===== config.mk =====
export PLATFORM = sky130hd
export DESIGN_NAME = alu_share_arbiter
export DESIGN_NICKNAME = d
export VERILOG_FILES = /design/src/rtl/alu_share_arbiter.sv
export SDC_FILE = /design/constraint.sdc
export NUM_CORES = 1
export LEC_CHECK = 0
export BUFFER_PORTS_ARGS = -buffer_cell sky130_fd_sc_hd__buf_4
export CAP_MARGIN = 20
export CORE_MARGIN = 2
export CORE_UTILIZATION = 45
export DETAILED_ROUTE_END_ITERATION = 12
export PLACE_DENSITY = 0.82
export SYNTH_ARGS = -nofsm -noshare
export SYNTH_HDL_FRONTEND = slang
export SYNTH_SLANG_ARGS = --single-unit

===== constraint.sdc =====
create_clock -name clk -period 4.5 [get_ports clk]
set_input_delay 0.45 -clock clk [delete_from_list [all_inputs] [get_ports clk]]
set_output_delay 0.45 -clock clk [all_outputs]
set_load 0.01 [all_outputs]

===== src/rtl/alu_share_arbiter.sv =====
// alu_share_arbiter: round-robin sharing of one registered 4-bit ALU between NREQ requesters.
// Optional build macro ALU_SHADOW_CHECK_EN adds a golden-model check of every captured ALU result.
module alu_share_arbiter #(
  parameter int NREQ    = 4,
  parameter int IDW     = 2,
  parameter int ALU_LAT = 1
) (
  input  logic              clk,
  input  logic              rst_n,
  input  logic [NREQ-1:0]   req_valid,
  output logic [NREQ-1:0]   req_ready,
  input  logic [4*NREQ-1:0] req_a,
  input  logic [4*NREQ-1:0] req_b,
  input  logic [2*NREQ-1:0] req_op,
  output logic [3:0]        alu_A,
  output logic [3:0]        alu_B,
  output logic [1:0]        alu_op,
  input  logic [3:0]        alu_result,
  input  logic              alu_carry,
  input  logic              alu_zero,
  output logic              rsp_valid,
  input  logic              rsp_ready,
  output logic [IDW-1:0]    rsp_id,
  output logic [3:0]        rsp_result,
  output logic              rsp_carry,
  output logic              rsp_zero,
  output logic              busy,
  output logic              rsp_mismatch,
  output logic [7:0]        mismatch_cnt
);
  typedef enum logic [1:0] {IDLE, WAIT, RESP} state_t;
  state_t         r_state, w_next;
  logic [IDW-1:0] r_ptr, r_id, w_win, w_cand;
  logic [2:0]     r_cnt;
  logic           w_found, w_cap;
  // First valid requester searched upward from ptr+1, wrapping modulo NREQ
  always_comb begin
    w_found = 1'b0;
    w_win   = '0;
    w_cand  = '0;
    for (int k = 1; k <= NREQ; k++) begin
      w_cand = IDW'((int'(r_ptr) + k) % NREQ);
      if (!w_found && req_valid[w_cand]) begin
        w_found = 1'b1;
        w_win   = w_cand;
      end
    end
  end
  // Next state and combinational grant
  always_comb begin
    req_ready = (r_state == IDLE && w_found) ? NREQ'(1) << w_win : '0;
    w_next    = r_state == IDLE ? (w_found ? WAIT : IDLE) :
                r_state == WAIT ? (r_cnt == 3'd0 ? RESP : WAIT) :
                                  (rsp_ready ? IDLE : RESP);
  end
  assign w_cap     = r_state == WAIT && r_cnt == 3'd0;
  assign rsp_valid = r_state == RESP;
  assign busy      = r_state != IDLE;
  assign rsp_id    = r_id;
  // State, operand latch on acceptance, latency count and result capture
  always_ff @(posedge clk or negedge rst_n) begin
    if (!rst_n) begin
      r_state    <= IDLE;
      r_ptr      <= IDW'(NREQ - 1);
      r_id       <= '0;
      r_cnt      <= '0;
      alu_A      <= '0;
      alu_B      <= '0;
      alu_op     <= '0;
      rsp_result <= '0;
      rsp_carry  <= 1'b0;
      rsp_zero   <= 1'b0;
    end else begin
      r_state <= w_next;
      if (r_state == IDLE && w_found) begin
        alu_A  <= req_a[4*w_win +: 4];
        alu_B  <= req_b[4*w_win +: 4];
        alu_op <= req_op[2*w_win +: 2];
        r_id   <= w_win;
        r_ptr  <= w_win;
        r_cnt  <= 3'(ALU_LAT);
      end
      if (r_state == WAIT && r_cnt != 3'd0) r_cnt <= r_cnt - 3'd1;
      if (w_cap) begin
        rsp_result <= alu_result;
        rsp_carry  <= alu_carry;
        rsp_zero   <= alu_zero;
      end
    end
  end
`ifdef ALU_SHADOW_CHECK_EN
  logic [4:0] w_exp;
  logic       w_miss;
  logic       r_mis;
  logic [7:0] r_mcnt;
  // Golden {carry, result} from the operands the ALU is currently holding
  always_comb begin
    w_exp  = alu_op == 2'd0 ? {1'b0, alu_A} + {1'b0, alu_B} :
             alu_op == 2'd1 ? {alu_A < alu_B, alu_A - alu_B} :
             alu_op == 2'd2 ? {1'b0, alu_A & alu_B} : {1'b0, alu_A | alu_B};
    w_miss = {alu_carry, alu_result, alu_zero} != {w_exp, w_exp[3:0] == 4'd0};
  end
  // Flag and saturating count of disagreements, evaluated at capture
  always_ff @(posedge clk or negedge rst_n) begin
    if (!rst_n) begin
      r_mis  <= 1'b0;
      r_mcnt <= '0;
    end else if (w_cap) begin
      r_mis <= w_miss;
      if (w_miss && r_mcnt != 8'hff) r_mcnt <= r_mcnt + 8'd1;
    end
  end
  assign rsp_mismatch = r_mis;
  assign mismatch_cnt = r_mcnt;
`else
  assign rsp_mismatch = 1'b0;
  assign mismatch_cnt = '0;
`endif
endmodule

After elaboration in Yosys (flattened, before gate mapping) --
Index checks and enable logic that the tools add are counted.
Word-level totals: register bits after elaboration 25, input bits 53, output and inout bits 33, logic and storage cells 63
Operators by class: add/sub/neg operators 5, order comparisons 4, equality and inequality tests 2, shifts and indexed selects 4, muxes and demuxes 24, reduce and logical (&&, ||, !) cells 14
Operators by type and width (count):
- 16-bit by 5-bit variable part select with 4-bit output | 2
- 2-bit 2-to-1 mux | 8
- 2-bit by 3-bit less-than comparator with 1-bit output, second input constant | 4
- 1-bit 2-to-1 mux | 9
- 1-bit binary-select mux with 2-bit select | 4
- 8-bit by 4-bit variable part select with 2-bit output | 1
- 1-bit logical AND | 6
- 3-bit 2-to-1 mux | 2
- 2-bit by 1-bit adder with 2-bit output, second input constant | 2
- 2-bit adder, second input constant | 2
- 4-bit 2-to-1 mux | 1
- 2-bit nonzero test | 2
- 1-bit by 2-bit left shift with 4-bit output, first input constant | 1
- 1-bit zero test | 3
- 3-bit zero test | 1
- 3-bit nonzero test | 1
- 3-bit by 1-bit subtractor with 3-bit output, second input constant | 1
- 2-bit by 1-bit == test with 1-bit output, second input constant | 1
- 2-bit == test, second input constant | 1
- 2-bit zero test | 1

Depth between registers and ports, before layout --
Gate-level depths: netlist of the first run.
depth after elaboration 16, depth in mapped cells 6, mapped depth without buffers 6

Worst setup path after synthesis of the first run --
OpenSTA, ideal clock, no wires.
path kind register to output, start point register r_ptr[1], end point output req_ready[1], arrival time 1.445 ns, required time 4.050 ns, setup slack 2.605 ns, stages on the path, launching flop included 6, path buffers 1, cell sequence dfstp_2 nand2b_1 a21oi_2 o221ai_4 buf_6 and3_1
Between the ends: longest elaborated chain between the ends 15, elaborated cells between the ends (all ways) 29, classes of those cells 4 x add/sub; 1 x shift; 17 x mux; 7 x reduce/logical
RTL lines:
- start: declaration | RTL line 33 | logic [IDW-1:0] r_ptr, r_id, w_win, w_cand;
- start signal: assignment | RTL line 64 | r_ptr <= IDW'(NREQ - 1);
- start signal: assignment | RTL line 80 | r_ptr <= w_win;
- 2-bit by 1-bit adder with 2-bit output | RTL line 42 | w_cand = IDW'((int'(r_ptr) + k) % NREQ);
- 1-bit binary-select mux with 2-bit select | RTL line 43 | if (!w_found && req_valid[w_cand]) begin
- 1-bit 2-to-1 mux (not written as such) | RTL line 43
- 1-bit 2-to-1 mux | RTL line 43
- 1-bit zero test | RTL line 43
- 1-bit logical AND | RTL line 43
- 1-bit 2-to-1 mux | RTL line 43
- 1-bit zero test | RTL line 43
- 1-bit logical AND | RTL line 43
- 1-bit 2-to-1 mux | RTL line 43
- 1-bit zero test | RTL line 43
- 1-bit logical AND | RTL line 43
- 2-bit 2-to-1 mux or 1-bit 2-to-1 mux (tied branches) | RTL line 43
- 1-bit by 2-bit left shift with 4-bit output or 1-bit logical AND (tied branches) | RTL line 51 | req_ready = (r_state == IDLE && w_found) ? NREQ'(1) << w_win : '0;
- 4-bit 2-to-1 mux (*) | RTL line 51
- end: declaration | RTL line 11 | output logic [NREQ-1:0] req_ready,
Every way passes the cells marked *; elsewhere a longest branch is shown, timed or not. The select of a mux whose other input is x is not followed.

Final worst setup path of the first run --
Ends and elaborated chain as after synthesis.

==> metrics.md, run 1 <==
| Metric | Value |
|---|---|
| Core Area | `a little over 3000 um^2` |
| Slowest-stage cell, CP | `o221ai_4` |
| Initial Util | `46.7%` |
| GR Util All Layers | `19.8%` |
| Clock sinks | `25` |
| R2R Path Start | `r_ptr[1]` |
| Setup slack after layout | `~1800 ps` |
| RR Endpoint | `alu_op[0]` |
| Clk_lat worst skew | `around 320 ps` |
| Seq cells post-synth | `25` |
| Final std cells w/o fill | `about 250` |
| Global routing's busiest layer | `met2` |
| Min Clock Period, post-route | `approximately 2700 ps` |
| Grt met3 use | `under 10%` |
| Slew margin rel. | `36.8%` |
| Psw | `0.460 mW` |
| Sequential Power Share | `between 30 and 40%` |
| Max H-tree Level | `1` |
| WL/cell | `between 10 and 15 um` |
| Worst vdd rail ir drop | `0.350 mV` |
| DR vias | `1258` |
| First-pass GRT wire length | `5260 um` |
| Comb pwr share | `between 50% and 60%` |
| Hold crit path type | `in2reg` |
| Clock-pin slew on the worst setup and hold paths | `around 140 ps` |
| Row Count | `20` |
| # nets final | `264` |
| GR Layer Usage met1 | `between 20% and 30%` |
| Internal power | `0.700 mW` |
| Crit path largest cell delay | `approximately 730 ps` |
| Top delay family on crit path | `compound AO/OA/AOI/OAI gates` |
| Filler cells | `244` |
| Port-buffer cells | `76` |
| Die ar. | `3610 um^2` |
| Height of the die | `60.1 um` |
| Antenna Diode Count | `0` |
| Sequential element share of the synthesized area | `44.4%` |
| Worst R2R Path Depth | `5` |
| Worst hold start | `rsp_ready` |
| CTS Buf Count | `3` |
| Status | `finished, final reports clean` |
| DR iter-0 viols | `43` |
| Root Buffer | `clkbuf_4` |
| Residual DRC | `0` |
| Slew @ Worst Pin | `948 ps` |
| Area Growth Syn to Fin | `41.2%` |
| Clock skew | `9.95 ps` |
| Critical path buffer and inverter count | `1` |
| Pwr Density | `580 nW/um^2` |
| Final setup vio count | `0` |
| Layout cells sized above 1 | `44.2%` |
| Setup Buffers After CTS | `0` |
| Largest net degree at the start of global routing | `26` |
| Max Root-Sink Buffers | `2` |
| Die W | `~60 um` |
| Vias in the first global route | `1187` |
| Number of antenna violations at the first check in global routing | `0` |
| Worst hold stages | `2` |
| Vias per cell | `around 5.0` |
| Post-route antenna net violation count | `0` |
| GR Util met2 | `32.6%` |
| MaxCap Viol Count | `0` |
| Setup Crit Path Kind | `reg2out` |
| WP data required | `~4100 ps` |
| Highest Clock Rate | `0.366 GHz` |
| Post-Syn Area | `1420 um^2` |
| Yosys warnings | `0` |
| Hold endpoint | `r_state[1]` |
| Fin crit share | `60.8%` |
| Avg Inst Size Synth | `10.6 um^2` |
| Netlist cell types | `28` |
| Clock power share | `8.7%` |
| Worst-path cell chain | `nand2b_1, a21oi_2, o221ai_4, and3_1, buf_4` |
| Crit path max fanout | `25` |
| Syn Inst Count | `134` |
| CTS tree | `yes` |
| Reg-to-reg slack, setup | `2350 ps` |
| Critical path capture point type | `output port` |
| Worst setup SP type | `flop` |
| Count of pins over their slew limit | `0` |
| Static leakage | `1.05 nW` |
| I/O pins | `86` |
| Sw Ratio | `39.6%` |
| GPL Wtd Cong | `about 0.8` |
| Congestion Overflow GR | `0` |
| RSZ-0062 raised after global routing | `no` |
| Total Wirelength | `3340 um` |
| Placed cells | `roughly 250` |
| CP Data Arrival Time | `2290 ps` |
| Final hold violations | `0` |
| Setup TNS | `0 ps` |
| Half-perimeter wire length after placement | `~2600 um` |
| TritonRoute pass-1 iters | `4` |
| Total Power | `1.16 mW` |
| Dpl ws | `2110 ps` |
==> cell usage after synthesis <==
library cell / n / share of area (%)
nand3_1: 3 / 1.1
nand3b_1: 1 / 0.53
mux2i_1: 21 / 15
conb_1: 1 / 0.26
nand2_1: 17 / 4.5
o221ai_4: 1 / 1.9
buf_2: 1 / 0.35
mux2_2: 7 / 5.6
dfrtp_1: 23 / 41
a31oi_1: 1 / 0.44
nand2b_1: 2 / 0.88
ha_1: 2 / 1.8
clkbuf_1: 3 / 0.80
buf_8: 1 / 1.1
a21oi_1: 4 / 1.4
buf_6: 1 / 0.80
a21o_1: 2 / 1.1
nor2b_1: 1 / 0.44
a21oi_2: 1 / 0.62
o21ai_0: 3 / 1.1
inv_1: 5 / 1.3
o221ai_1: 10 / 6.2
or2_2: 1 / 0.44
dfstp_2: 2 / 3.7
or2b_1: 1 / 0.53
and3_1: 2 / 0.88
nor2_1: 8 / 2.1
buf_4: 9 / 4.8
==> cell usage in the layout (no fill, tap or decap) <==
cell,count
mux2i_1,21
buf_4,76
or2_2,1
a21oi_1,4
o221ai_4,1
nor2b_1,1
nand2b_1,2
o21ai_0,3
and3_1,2
inv_1,5
conb_1,9
a21oi_2,1
a31oi_1,1
nor2_1,8
nand3b_1,1
or2b_1,1
a21o_1,2
nand2_1,17
o221ai_1,10
clkbuf_4,3
dlygate4sd3_1,1
dfrtp_1,23
ha_1,2
mux2_2,7
dfstp_2,2
clkinv_2,1
nand3_1,3
==> metal layers <==
layer	up-vias	share of wire, %
met4	0	1.8
met1	586	38
met5	-	0
li1	605	-
met2	61	53
met3	6	7.2
==> layout make-up <==
type / count / area, um^2 / area share, %
clock buffer: 3 / 22.5 / 1.13
clock inverter: 1 / 5.00 / 0.250
inverter: 5 / 18.8 / 0.939
multi-input combinational: 97 / 688 / 34.4
sequential: 25 / 628 / 31.4
tap: 44 / 55.1 / 2.76
timing repair buffer: 77 / 581 / 29.1
==> registers in the layout, summed over array words and instances (netlist names) <==
name / flops
rsp_zero: 1
r_cnt: 3
rsp_result: 4
rsp_id: 2
alu_B: 4
alu_A: 4
r_state: 2
alu_op: 2
r_ptr: 2
rsp_carry: 1
==> timing repair <==
action / CTS / global route
endpoints found under the hold margin: 0 / 12
resized for setup: 0 / 0
hold buffers: 0 / 1
==> power groups by stage <==
stage | combinational (mW) | clock, mW | sequential [mW]
after floorplan | 0.376 | 0 | 0.442
after global placement | 0.626 | 0 | 0.409
after detailed placement | 0.653 | 0 | 0.414
after CTS | 0.656 | 0.103 | 0.411
after global routing | 0.720 | 0.113 | 0.428
final | 0.648 | 0.101 | 0.411
==> worst register-to-register path, stage by stage (launching register included) <==
cell and delay [ps]:
dfstp_2 610, nand2b_1 150, a21oi_2 80, o221ai_4 730
mux2i_1 320, o221ai_1 150
==> stage by stage <==
step / util, % / instance area (um^2) / hold WS [ps]
final: 66.0 / 2000 / 298
after global routing: 66.0 / 2000 / 287
after CTS: 65.7 / 1990 / 8.09
after detailed placement: 64.8 / 1960 / 372
after global placement: 64.8 / 1960 / 364
after floorplan: - / 1450 / 154
==> worst max-delay path by stage <==
stage,start,end,slack (ps),depth (start not counted)
floorplan,r_ptr[1],req_ready[1],2600,5
global placement,req_valid[2],req_ready[1],2170,6
detailed placement,req_valid[3],req_ready[1],2110,6
CTS,r_ptr[1],req_ready[1],1750,5
global route,r_ptr[1],req_ready[1],1640,5
finish,r_ptr[1],req_ready[1],1760,5
==> logic make-up (layout without fill, tap and decap cells) <==
| kind of cell | after synthesis | count (layout) | share of synthesized area (%) |
|---|---|---|---|
| compound gates | 22 | 22 | 12.6 |
| buf+inv | 20 | 86 | 9.11 |
| simple gates | 36 | 36 | 11.4 |
| fa+ha+maj | 2 | 2 | 1.77 |
| flops | 25 | 25 | 44.4 |
| other cells | 1 | 9 | 0.265 |
| mux | 28 | 28 | 20.4 |
No activity file was read; power rests on OpenSTA's default activity.
==> inputs of run 2 (changes only) <==
ABC_AREA = 1   (was not set)
PLACE_DENSITY = 0.77   (was 0.82)
clock period = 2.6 ns   (was 4.5 ns; I/O delays follow)
==> run 2 against run 1 <==
Combinational power rose to 3.7 times the previous value. Largest power group unchanged. Highest routed layer unchanged. Count of clock-buffer cells in the layout unchanged. Via count up 41%. Critical path type unchanged.
==> metrics.md, run 2 <==
| Metric | Value |
|---|---|
| Count of pins over their slew limit | `0 (unchanged)` |
| Biggest regs | `alu_A (4), alu_B (4), rsp_result (4) (unchanged)` |
| Slowest-stage cell, CP | `dfstp_2 (was o221ai_4)` |
| GR Util All Layers | `19.4% (was 19.8%)` |
| Height of the die | `66.7 um (was 60.1 um)` |
| Most common cell on crit path | `nand2_1` |
| Setup TNS | `0 ps (unchanged)` |
| Half-perimeter wire length after placement | `3330 um (was 2640 um)` |
| Worst-path cell chain | `buf_4, nand2_1, nand2_1, nand3_1, nand2_1, nand4_1, nand2_4, inv_2, nor3_1, buf_4 (was nand2b_1, a21oi_2, o221ai_4, and3_1, buf_4)` |
| Crit path max fanout | `8 (was 25)` |
| Clock-pin slew on the worst setup and hold paths | `90 ps (was 140 ps)` |
| First-pass GRT wire length | `6660 um (was 5260 um)` |
| Dpl ws | `383 ps (was 2110 ps)` |
| Worst hold margin | `181 ps (was 298 ps)` |
| Hold crit path type | `in2reg (unchanged)` |
| Layout cells sized above 1 | `34.2% (was 44.2%)` |
| CP Data Arrival Time | `2210 ps (was 2290 ps)` |
| GPL Wtd Cong | `0.882 (was 0.809)` |
| Pwr Density | `1380 nW/um^2 (was 580 nW/um^2)` |
| Area Growth Syn to Fin | `38.4% (was 41.2%)` |
| Clock skew | `3.63 ps (was 9.95 ps)` |
| Number of antenna violations at the first check in global routing | `0 (unchanged)` |
| Post-Syn Area | `1770 um^2 (was 1420 um^2)` |
| Netlist cell types | `31 (was 28)` |
| Asr flop ratio synth | `100% (unchanged)` |
| EDFF count, synth | `0 (unchanged)` |
| WL/cell | `11.0 um (was 13.3 um)` |
| Crit path largest cell delay | `620 ps (was 730 ps)` |
| # nets final | `389 (was 264)` |
| Vias per cell | `4.66 (was 4.99)` |
| Setup Crit Path Kind | `reg2out (unchanged)` |
| Port-buffer cells | `76 (unchanged)` |
| CTS Buf Count | `3 (unchanged)` |
| Largest cells by area after synthesis | `dfrtp_1 (33%), nand2_1 (16%), nand3_1 (11%) (was dfrtp_1 (41%), mux2i_1 (15%), o221ai_1 (6.2%))` |
| Post-route cell area | `2440 um^2 (was 2000 um^2)` |
| Critical path capture point type | `output port (unchanged)` |
| Final setup vio count | `0 (unchanged)` |
| Largest area contributor in the synthesized netlist | `dfrtp_1 (unchanged)` |
| Setup slack after layout | `126 ps (was 1760 ps)` |
| Most common cell after layout, fill and taps aside | `buf_4 (unchanged)` |
| Total Wirelength | `4180 um (was 3340 um)` |
| Yosys warnings | `0 (unchanged)` |
| RSZ-0062 raised after global routing | `no (unchanged)` |
| Worst vdd rail ir drop | `0.706 mV (was 0.350 mV)` |
| Vias in the first global route | `1605 (was 1187)` |
| Post-route antenna net violation count | `0 (unchanged)` |
| Avg Inst Size Synth | `7.01 um^2 (was 10.6 um^2)` |
| I/O pins | `86 (unchanged)` |
| Root Buffer | `clkbuf_8 (was clkbuf_4)` |
| Min Clock Period, post-route | `2470 ps` |
| Max Root-Sink Buffers | `2 (unchanged)` |
| Antenna Diode Count | `0 (unchanged)` |
| Congestion Overflow GR | `0 (unchanged)` |
| DR vias | `1777 (was 1258)` |
| Clk_lat worst skew | `270 ps (was 320 ps)` |
| MaxCap Viol Count | `0 (unchanged)` |
| Residual DRC | `0 (unchanged)` |
| Most common cell in the netlist | `nand2_1 (was dfrtp_1)` |
| Seq cells post-synth | `25 (unchanged)` |
| DR iter-0 viols | `76 (was 43)` |
| CTS tree | `yes (unchanged)` |
| Status | `finished, final reports clean (unchanged)` |
| Die W | `66.7 um (was 60.1 um)` |
| Syn Inst Count | `252 (was 134)` |
| WP data required | `2340 ps (was 4050 ps)` |
| Row Count | `22 (was 20)` |
| Initial Util | `47.5% (was 46.7%)` |
| Core Area | `3720 um^2 (was 3030 um^2)` |
| Final hold violations | `0 (unchanged)` |
| Synth cell count leaders | `nand2_1 (75), inv_1 (40), nand3_1 (40) (was dfrtp_1 (23), mux2i_1 (21), nand2_1 (17))` |
| Static leakage | `1.40 nW (was 1.05 nW)` |
| Highest Clock Rate | `0.404 GHz` |
| Most frequent cells in the layout | `buf_4 (81), nand2_1 (75), inv_1 (40), nand3_1 (40), dfrtp_1 (23) (was buf_4 (76), dfrtp_1 (23), mux2i_1 (21))` |
| Clock sinks | `25 (unchanged)` |
| Max H-tree Level | `1 (unchanged)` |
| Area post-placement | `2340 um^2 (was 1960 um^2)` |
| Area share of the largest cell type after synthesis | `32.6% (was 40.7%)` |
| TritonRoute pass-1 iters | `5 (was 4)` |
| Worst setup SP type | `flop (unchanged)` |
| Fin crit share | `95.2%` |
| Sequential element share of the synthesized area | `35.6% (was 44.4%)` |
| Largest net degree at the start of global routing | `34 (was 26)` |
| Main flop type after synthesis | `dfrtp_1 (unchanged)` |
| Die ar. | `4440 um^2 (was 3610 um^2)` |
-- run 2: kinds of logic after synthesis --
kind of cell               synth area share (%)
DFF                                        35.6
and+or+nand+nor                            38.8
muxes                                      3.82
buffers and inverters                      15.6
adders and majority gates                  1.42
other                                     0.212
AOI/OAI and AO/OA                          4.60
-- run 2: layout make-up --
type                            instances  area [um^2]
Clock inverter                          1         7.51
Tap cell                               48         60.1
Inverter                               45          171
Multi-Input combinational cell        177          918
Clock buffer                            3         41.3
Sequential cell                        25          628
Fill cell                             354         1270
Timing Repair Buffer                   82          618
-- run 2: final timing paths --
kind / start / end / slack (ps) / cells past startpoint
setup reg to reg: r_ptr[0] / alu_op[1] / 460 / 15
hold reg to reg: alu_A[3] / alu_A[3] / 500 / 2
setup / recovery: r_ptr[0] / req_ready[2] / 130 / 10
hold / removal: rsp_ready / r_state[1] / 180 / 2
min in group asynchronous: rst_n / rsp_id[1] / 420 / 2
max in group asynchronous: rst_n / r_ptr[1] / 1890 / 2
-- run 2: where the power goes --
group	total [mW]	switching (mW)	internal (mW)
Sequential	0.734	0.125	0.609
Combinational	2.40	1.42	0.976
Clock	0.235	0.126	0.108
-- run 2: critical path: cells and delay by family, from the launching register on --
kind                   cells  cell delay [ps]
and+or+nand+nor            7              920
DFF                        1              620
buffers and inverters      3              380
-- run 2: metrics by stage --
| stage | util (%) | cells | total power, mW |
|---|---|---|---|
| 4_1_cts | 64.5 | 377 | 3.24 |
| 6_report | 65.8 | 381 | 3.37 |
| 3_3_place_gp | 62.9 | 372 | 2.94 |
| 3_5_place_dp | 62.9 | 372 | 2.99 |
| 5_1_grt | 65.8 | 381 | 3.71 |
| 2_1_floorplan | - | 260 | 2.39 |
-- run 2: timing repair --
action | 4_1_cts | 5_1_grt
hold endpoints to repair | 23 | 0
hold buffers | 1 | 0
setup buffers | 0 | 3
setup endpoints to repair | 0 | 4
resized for setup | 0 | 2
-- run 2: per-layer routing --
layer,GRT usage [%],up-vias,share of wire [%]
met5,0,-,0
met4,4.59,0,1.0
met3,4.56,8,6.7
met2,35.1,59,52
met1,23.1,783,40
li1,-,927,-
==> inputs of run 3 (changes only) <==
CORE_ASPECT_RATIO = 0.9   (was not set)
==> run 3 against run 2 <==
Clock skew is essentially flat. Critical path depth grew 2. Register-to-register slack is essentially flat. Sequential cell count is the same. Clock power is essentially flat. Maximum frequency grew 2.0%. Highest routed layer unchanged.
==> metrics.md, run 3 (synthesis gave the netlist of run 2 again) <==
| Metric | Value |
|---|---|
| Hold crit path type | `in2reg (unchanged)` |
| Pwr Density | `1400 nW/um^2 (was 1380 nW/um^2)` |
| Layout cells sized above 1 | `34.8% (was 34.2%)` |
| Min Clock Period, post-route | `2420 ps (was 2470 ps)` |
| Setup TNS | `0 ps (unchanged)` |
| Area post-placement | `2330 um^2 (was 2340 um^2)` |
| Most frequent cells in the layout | `buf_4 (83), nand2_1 (75), inv_1 (40), nand3_1 (40), dfrtp_1 (23) (was buf_4 (81), nand2_1 (75), inv_1 (40), nand3_1 (40), dfrtp_1 (23))` |
| Port-buffer cells | `76 (unchanged)` |
| Total Power | `3.46 mW (was 3.37 mW)` |
| CTS tree | `yes (unchanged)` |
| First-pass GRT wire length | `7200 um (was 6660 um)` |
| Clock skew | `3.23 ps (was 3.63 ps)` |
| Root Buffer | `clkbuf_8 (unchanged)` |
| DR iter-0 viols | `82 (was 76)` |
| Most common cell after layout, fill and taps aside | `buf_4 (unchanged)` |
| Vias in the first global route | `1675 (was 1605)` |
| Row Count | `21 (was 22)` |
| GR Util All Layers | `19.7% (was 19.4%)` |
| Half-perimeter wire length after placement | `3230 um (was 3330 um)` |
| CTS Buf Count | `3 (unchanged)` |
| Die W | `70.0 um (was 66.7 um)` |
| Critical path capture point type | `output port (unchanged)` |
| Max H-tree Level | `1 (unchanged)` |
| WL/cell | `11.3 um (was 11.0 um)` |
| Worst Setup SP | `r_ptr[0] (unchanged)` |
| Antenna Diode Count | `0 (unchanged)` |
| GPL Wtd Cong | `0.851 (was 0.882)` |
| Filler cells | `330 (was 354)` |
| Die ar. | `4440 um^2 (about the same)` |
| Initial Util | `47.4% (was 47.5%)` |
| Vias per cell | `4.74 (was 4.66)` |
| Post-route cell area | `2470 um^2 (was 2440 um^2)` |
| Post-route antenna net violation count | `0 (unchanged)` |
| Setup Crit Path Kind | `reg2out (unchanged)` |
| Congestion Overflow GR | `0 (unchanged)` |
| Area Growth Syn to Fin | `39.7% (was 38.4%)` |
| Worst setup SP type | `flop (unchanged)` |
| TritonRoute pass-1 iters | `4 (was 5)` |
| RSZ-0062 raised after global routing | `yes (was no)` |
| Residual DRC | `0 (unchanged)` |
| DR vias | `1809 (was 1777)` |
| Worst vdd rail ir drop | `0.622 mV (was 0.706 mV)` |
| Final hold violations | `0 (unchanged)` |
| Fin crit share | `93.3% (was 95.2%)` |
| Highest Clock Rate | `0.412 GHz (was 0.404 GHz)` |
| Number of antenna violations at the first check in global routing | `0 (unchanged)` |
| R2R Path Start | `r_ptr[0] (unchanged)` |
| Status | `finished, final reports clean (unchanged)` |
| Count of pins over their slew limit | `0 (unchanged)` |
| WP data required | `2340 ps (about the same)` |
| Clock sinks | `25 (unchanged)` |
| Core Area | `3730 um^2 (was 3720 um^2)` |
| Worst hold start | `rsp_ready (unchanged)` |
| MaxCap Viol Count | `0 (unchanged)` |
| Clk_lat worst skew | `270 ps (about the same)` |
| Clock-pin slew on the worst setup and hold paths | `90 ps (about the same)` |
| Crit path max fanout | `8 (unchanged)` |
| Final setup vio count | `0 (unchanged)` |
| Max Root-Sink Buffers | `2 (unchanged)` |
| CP Data Arrival Time | `2160 ps (was 2210 ps)` |
| Height of the die | `63.4 um (was 66.7 um)` |
| Static leakage | `1.41 nW (was 1.40 nW)` |
| Largest net degree at the start of global routing | `34 (unchanged)` |
| I/O pins | `86 (unchanged)` |
| Total Wirelength | `4310 um (was 4180 um)` |
| # nets final | `392 (was 389)` |
| Biggest regs | `alu_A (4), alu_B (4), rsp_result (4) (unchanged)` |
[run 3: cell count changes in the layout (fill, tap and decap cells not counted), sizes merged]
cell  delta
buf      +3
[run 3: what timing repair did]
action                                  CTS  global route
resized for setup                         0             3
endpoints found under the setup margin    0             4
hold buffers                              1             0
buffers inserted                          0             7
endpoints found under the hold margin    23             0
[run 3: cell type report]
type	count	area, um^2	area share [%]
tap	46	57.6	2.33
clock buffer	3	41.3	1.67
timing repair buffer	85	644	26.1
sequential	25	628	25.4
inverter	45	171	6.94
clock inverter	1	7.51	0.304
multi-input combinational	177	918	37.2
[run 3: where the power goes]
group | total (mW) | switching, mW | internal (mW)
clock network | 0.236 | 0.127 | 0.108
registers | 0.737 | 0.128 | 0.610
logic | 2.49 | 1.45 | 1.03
total | 3.46 | 1.71 | 1.75
[run 3: path summary, 6_finish.rpt]
path / endpoint / slack, ps / depth (start not counted)
setup / recovery: req_ready[1] / 180 / 12
hold / removal: r_state[1] / 160 / 2
setup reg to reg: alu_B[0] / 460 / 11
hold reg to reg: alu_A[1] / 490 / 2
max in group asynchronous: r_ptr[0] / 1870 / 2
min in group asynchronous: rsp_result[3] / 430 / 2
[run 3: metal layers]
layer  GRT usage (%)  vias to the layer above  routed length (um)
met4            4.57                        0                  45
met2            33.5                       67                2090
met3            4.16                        6                 306
met1            25.9                      809                1860
met5               0                        -                   0
li1                -                      927                   -
[run 3: stage by stage]
step	utilization, %	hold slack [ps]	cells	worst slack [ps]
2_1_floorplan	-	-35.6	260	538
3_3_place_gp	62.4	186	369	425
3_5_place_dp	62.4	185	369	351
4_1_cts	64.0	157	374	35.0
5_1_grt	66.2	192	382	0.252
6_report	66.2	160	382	175
[run 3: worst max-delay path, cell delays in order (launching register included)]
cell and delay, ps:
dfstp_2 620, inv_4 70, nand2_1 70, nand2_1 70
nand2_1 100, nand2_2 80, nor2_4 120, nand2_1 100
o21ai_4 200, inv_2 120, nand2_1 140, nor2_1 60
buf_4 140
